===== src/rtl/controle_fsm.sv =====
// controle_fsm: multi-cycle control unit for the 8-register processor datapath.
// Decodes a 10-bit instruction (opcode ir[9:6], X ir[5:3], Y ir[2:0]) and
// sequences steps T0..T3, driving register strobes, ALU controls and memory
// strobes. Optional macro COMPARE_EN enables the SLT/SGT compare instructions;
// without it those opcodes behave as NOPs and the compare outputs stay 0.
// Outputs are held in registers loaded with the decode of the step being
// entered, so they always equal the decode of (current step, ir) while ir is
// held stable for the instruction.
module controle_fsm (
  input  logic       clock,
  input  logic       resetn,
  input  logic [9:0] ir,
  input  logic       run,
  output logic       r0_in,
  output logic       r1_in,
  output logic       r2_in,
  output logic       r3_in,
  output logic       r4_in,
  output logic       r5_in,
  output logic       r6_in,
  output logic       r7_in,
  output logic       r0_out,
  output logic       r1_out,
  output logic       r2_out,
  output logic       r3_out,
  output logic       r4_out,
  output logic       r5_out,
  output logic       r6_out,
  output logic       r7_out,
  output logic       a_in,
  output logic       g_in,
  output logic       g_out,
  output logic       add_sub,
  output logic       soma,
  output logic       comparacao,
  output logic       maior_menor,
  output logic       zero,
  output logic       dinout,
  output logic       memoria,
  output logic       addr_in,
  output logic       dout_in,
  output logic       wren,
  output logic       done
);

  typedef enum logic [1:0] {
    T0 = 2'd0,
    T1 = 2'd1,
    T2 = 2'd2,
    T3 = 2'd3
  } state_t;

  typedef struct packed {
    logic [7:0] r_in;
    logic [7:0] r_out;
    logic       a_in;
    logic       g_in;
    logic       g_out;
    logic       add_sub;
    logic       soma;
    logic       comparacao;
    logic       maior_menor;
    logic       zero;
    logic       dinout;
    logic       memoria;
    logic       addr_in;
    logic       dout_in;
    logic       wren;
    logic       done;
  } ctrl_t;

  localparam logic [3:0] OP_MV  = 4'b0000;
  localparam logic [3:0] OP_MVI = 4'b0001;
  localparam logic [3:0] OP_ADD = 4'b0010;
  localparam logic [3:0] OP_SUB = 4'b0011;
  localparam logic [3:0] OP_LD  = 4'b0100;
  localparam logic [3:0] OP_ST  = 4'b0101;
  localparam logic [3:0] OP_SLT = 4'b0110;
  localparam logic [3:0] OP_SGT = 4'b0111;
  localparam logic [3:0] OP_CLR = 4'b1000;

  // Control word for a given step and instruction; T0 and undefined steps give all zeros.
  function automatic ctrl_t decode(input state_t st, input logic [9:0] i);
    ctrl_t      c;
    logic [7:0] x_hot;
    logic [7:0] y_hot;
    c     = '0;
    x_hot = 8'd1 << i[5:3];
    y_hot = 8'd1 << i[2:0];
    case (st)
      T1: begin
        case (i[9:6])
          OP_MV: begin
            c.r_out = y_hot;
            c.r_in  = x_hot;
            c.done  = 1'b1;
          end
          OP_MVI: begin
            c.dinout = 1'b1;
            c.r_in   = x_hot;
            c.done   = 1'b1;
          end
          OP_ADD, OP_SUB: begin
            c.r_out = x_hot;
            c.a_in  = 1'b1;
          end
`ifdef COMPARE_EN
          OP_SLT, OP_SGT: begin
            c.r_out = x_hot;
            c.a_in  = 1'b1;
          end
`endif
          OP_LD, OP_ST: begin
            c.r_out   = y_hot;
            c.addr_in = 1'b1;
          end
          OP_CLR: begin
            c.zero = 1'b1;
            c.r_in = x_hot;
            c.done = 1'b1;
          end
          default: begin
            c.done = 1'b1;
          end
        endcase
      end
      T2: begin
        case (i[9:6])
          OP_ADD, OP_SUB: begin
            c.r_out   = y_hot;
            c.g_in    = 1'b1;
            c.soma    = 1'b1;
            c.add_sub = i[6];
          end
`ifdef COMPARE_EN
          OP_SLT, OP_SGT: begin
            c.r_out       = y_hot;
            c.g_in        = 1'b1;
            c.comparacao  = 1'b1;
            c.add_sub     = 1'b1;
            c.maior_menor = i[6];
          end
`endif
          OP_ST: begin
            c.r_out   = x_hot;
            c.dout_in = 1'b1;
            c.wren    = 1'b1;
            c.done    = 1'b1;
          end
          default: begin
            c = '0;
          end
        endcase
      end
      T3: begin
        case (i[9:6])
          OP_ADD, OP_SUB: begin
            c.g_out = 1'b1;
            c.r_in  = x_hot;
            c.done  = 1'b1;
          end
`ifdef COMPARE_EN
          OP_SLT, OP_SGT: begin
            c.g_out = 1'b1;
            c.r_in  = x_hot;
            c.done  = 1'b1;
          end
`endif
          OP_LD: begin
            c.memoria = 1'b1;
            c.r_in    = x_hot;
            c.done    = 1'b1;
          end
          default: begin
            c = '0;
          end
        endcase
      end
      default: begin
        c = '0;
      end
    endcase
    return c;
  endfunction

  state_t state_r;
  state_t state_next;
  ctrl_t  ctrl_cur;
  ctrl_t  ctrl_r;

  // Next step: T0 waits for run, a done step returns to T0, otherwise advance.
  always_comb begin
    ctrl_cur   = decode(state_r, ir);
    state_next = T0;
    if (state_r == T0) begin
      if (run) begin
        state_next = T1;
      end else begin
        state_next = T0;
      end
    end else if (ctrl_cur.done) begin
      state_next = T0;
    end else begin
      case (state_r)
        T1:      state_next = T2;
        T2:      state_next = T3;
        default: state_next = T0;
      endcase
    end
  end

  // Step register and registered control word for the step being entered.
  always_ff @(posedge clock or negedge resetn) begin
    if (!resetn) begin
      state_r <= T0;
      ctrl_r  <= '0;
    end else begin
      state_r <= state_next;
      ctrl_r  <= decode(state_next, ir);
    end
  end

  assign {r7_in, r6_in, r5_in, r4_in, r3_in, r2_in, r1_in, r0_in} = ctrl_r.r_in;
  assign {r7_out, r6_out, r5_out, r4_out, r3_out, r2_out, r1_out, r0_out} = ctrl_r.r_out;
  assign a_in        = ctrl_r.a_in;
  assign g_in        = ctrl_r.g_in;
  assign g_out       = ctrl_r.g_out;
  assign add_sub     = ctrl_r.add_sub;
  assign soma        = ctrl_r.soma;
  assign comparacao  = ctrl_r.comparacao;
  assign maior_menor = ctrl_r.maior_menor;
  assign zero        = ctrl_r.zero;
  assign dinout      = ctrl_r.dinout;
  assign memoria     = ctrl_r.memoria;
  assign addr_in     = ctrl_r.addr_in;
  assign dout_in     = ctrl_r.dout_in;
  assign wren        = ctrl_r.wren;
  assign done        = ctrl_r.done;

endmodule


===== config.mk =====
export PLATFORM = sky130hd
export DESIGN_NAME = controle_fsm
export DESIGN_NICKNAME = d
export VERILOG_FILES = /design/src/rtl/controle_fsm.sv
export SDC_FILE = /design/constraint.sdc
export NUM_CORES = 1
export LEC_CHECK = 0
export BUFFER_PORTS_ARGS = -buffer_cell sky130_fd_sc_hd__buf_4
export CORE_ASPECT_RATIO = 1.2
export CORE_MARGIN = 4
export CORE_UTILIZATION = 30
export DETAILED_ROUTE_END_ITERATION = 12
export PLACE_DENSITY = 0.51
export SLEW_MARGIN = 40
export SYNTH_ARGS = -nofsm -noshare
export SYNTH_HDL_FRONTEND = slang
export SYNTH_SLANG_ARGS = --single-unit
export TNS_END_PERCENT = 1

===== constraint.sdc =====
create_clock -name clock -period 3 [get_ports clock]
set_clock_uncertainty 0.15 [all_clocks]
set_input_delay 0.75 -clock clock [delete_from_list [all_inputs] [get_ports clock]]
set_output_delay 0.75 -clock clock [all_outputs]
set_load 0.005 [all_outputs]

==> flow_summary.json <==
{
  "grt_pass1_vias": 1005,
  "tightestPinTransition_ps": 551.6,
  "gp_congestion": 0.8659,
  "switchingPower_uw": 261.5,
  "routed_wl_mm": 2.848,
  "largest_register_ffs": 2,
  "crit_family": "compound AO/OA/AOI/OAI gates",
  "dr.pass1.iters": 4,
  "synthAdderAreaFrac_pct": 3.854,
  "period_share_pct": 70.81,
  "p_int_uw": 584.8,
  "die_x_um": 68.07,
  "nets": 171,
  "endpoint_kind": "flop",
  "cp_slowest_cell": "nor3b_1",
  "start_util_pct": 31.94,
  "clk_pin_slew_worst_paths_ps": 90,
  "vias": 980,
  "cts_buffer_depth": 2,
  "wire_per_inst_um": 13.83,
  "die_y_um": 80.08,
  "ctsHoldBuffers": 0,
  "worstHoldPathType": "input port to async pin",
  "swShare_pct": 30.90,
  "rsz0062_at_grt": "no",
  "synth_top_flop_cell": "dfrtp_1",
  "final_util_pct": 40.83,
  "powerDensity_nw_per_um2": 509.7,
  "finalSetupViolations": 0,
  "synth_compound_area_share_pct": 14.84,
  "globalRouteTotalUtil_pct": 11.40,
  "synth-seq-cells": 28,
  "drcViolationCount": 0,
  "antenna_found_initial": 0,
  "ant_nets": 0,
  "die-area_um2": 5450,
  "yosys.area_share.simple_pct": 20.52,
  "numCtsBuffers": 3,
  "mostFrequentLayoutCells": "buf_4 (41), dfrtp_1 (28), nor2_1 (16), nand2_1 (7), o22ai_1 (7)",
  "synthToLayoutAreaGrowth_pct": 27.84,
  "setup_tns_ps": 0,
  "relSlewSlack_pct": 62.27,
  "synth_top_family_by_area": "simple AND/OR/NAND/NOR gates",
  "critPathLaunchType": "input port",
  "final_layout_size_suffix_gt1_share_pct": 38.16,
  "slowest_delay_ps": 460,
  "ios": 43,
  "yosysSeqAreaShare_pct": 53.95,
  "period_needed_ps": 2124,
  "drv_slew": 0,
  "worst_ir_drop_vdd_v": 0.0002253,
  "worstPathArrival_ps": 2110,
  "avgSynthCellArea_um2": 11.29,
  "path_buf_inv": 1,
  "port_buffers": 40,
  "yosysWarnings": 0,
  "synth_area_um2": 1299,
  "fillers": 422,
  "core_um2": 4066,
  "max_freq_mhz": 470.8,
  "synthXorXnorAreaFrac_pct": 0,
  "synth_edf_count": 0,
  "place_area_um2": 1619,
  "grt_max_degree": 29,
  "cts_sinks": 28,
  "final_common_cell": "buf_4",
  "p_clk_share_pct": 22.8,
  "drv_cap": 0,
  "timing_hold_violations_final": 0,
  "dp_hpwl_mm": 2.271,
  "viasPerCell": 4.757,
  "synth_mux_area_share_pct": 0.8671,
  "ctsResizeCount": 0,
  "synthArstFlopShare_pct": 100.0,
  "synth_cells": 115,
  "status": "complete, no violations",
  "grt_first_pass_wirelength_mm": 4.705,
  "max_flop_register": "state_r",
  "htree_num_levels": 1,
  "power_frac_comb_pct": 28.0,
  "crit_type": "input port to flop",
  "clk-insertion-delay-late_ps": 260,
  "n_antenna_cell": 0,
  "tritoncts": "built",
  "p_total_uw": 846.3,
  "path_cells": "buf_4 -> nor3b_1 -> a22oi_1 -> a31oi_2 -> nor2_1",
  "drtIter0Drc": 44,
  "p_leak_nw": 0.8036,
  "path_max_fanout": 13,
  "synth_cell_types": 38,
  "fin_area_um2": 1660,
  "globalRouteOverflowTotal": 0,
  "p_seq_share_pct": 49.3,
  "cts_setup_buffers": 0,
  "num_rows": 25,
  "ctsRootBufferMaster": "clkbuf_8",
  "crit_required_ps": 2990
}
power by group through the flow:
stage                     Sequential, mW  Clock, mW  Combinational [mW]
final                              0.417      0.193               0.237
after floorplan                    0.424          0               0.155
after detailed placement           0.425          0               0.238
after global placement             0.424          0               0.237
after CTS                          0.417      0.205               0.239
after global routing               0.420      0.225               0.264
through the flow:
step                setup slack (ps)  hold WS, ps  cells
CTS                            892.3        237.6    206
detailed placement             585.1        541.2    203
global route                   736.0        245.9    206
global placement               596.2        529.2    203
floorplan                      859.5        304.4    116
finish                         875.8        231.5    206
final cells by class:
cell class,instances,area (um^2),share of cell area (%)
multi-input combinational,76,528.0,31.80
sequential,28,700.7,42.20
timing repair buffer,41,307.8,18.54
inverter,4,15.01,0.9043
clock buffer,3,41.29,2.487
tap,54,67.56,4.069
cell usage after synthesis (3+ instances only):
| master | count | area, um^2 |
|---|---|---|
| inv_1 | 4 | 15.01 |
| dfrtp_1 | 28 | 700.7 |
| buf_4 | 5 | 37.54 |
| o22ai_1 | 7 | 43.79 |
| nand3b_1 | 3 | 22.52 |
| nand2_1 | 7 | 26.28 |
| a31oi_1 | 3 | 18.77 |
| nand2b_1 | 6 | 37.54 |
| ha_1 | 4 | 50.05 |
| nor2_1 | 16 | 60.06 |
worst register-to-register path, delay by kind of cell, from the launching register on:
family | cells | cell delay [ps]
AO/OA/AOI/OAI | 2 | 580
flip-flops | 1 | 390
multiplexers | 1 | 280
adder cells (fa/ha/maj) | 1 | 270
AND/OR/NAND/NOR | 1 | 180
buffers and inverters | 1 | 70
cell families after synthesis:
kind of cell,Yosys count
buffers and inverters,12
AOI/OAI and AO/OA,23
and+or+nand+nor,46
adders and majority gates,4
DFF,28
muxes,1
other,1
path summary, 6_finish.rpt:
path	from	endpoint	slack (ps)	cells after the start
worst max-delay path	ir[7]	r4_in	880	5
worst min-delay path	resetn	r2_in	230	1
worst max register to register	state_r[0]	r1_in	1010	6
worst min register to register	state_r[0]	g_in	620	2
max in group asynchronous	resetn	addr_in	2210	1
min in group clock	ir[1]	r4_out	580	2
metal layers:
metal / GRT usage (%) / wire length, um / vias to the layer above
li1: - / - / 480
met1: 14.50 / 1188 / 461
met2: 19.00 / 1463 / 37
met3: 2.378 / 182 / 2
met4: 3.579 / 13 / 0
met5: 0 / 0 / -
Power figures use the tool's default switching activity.
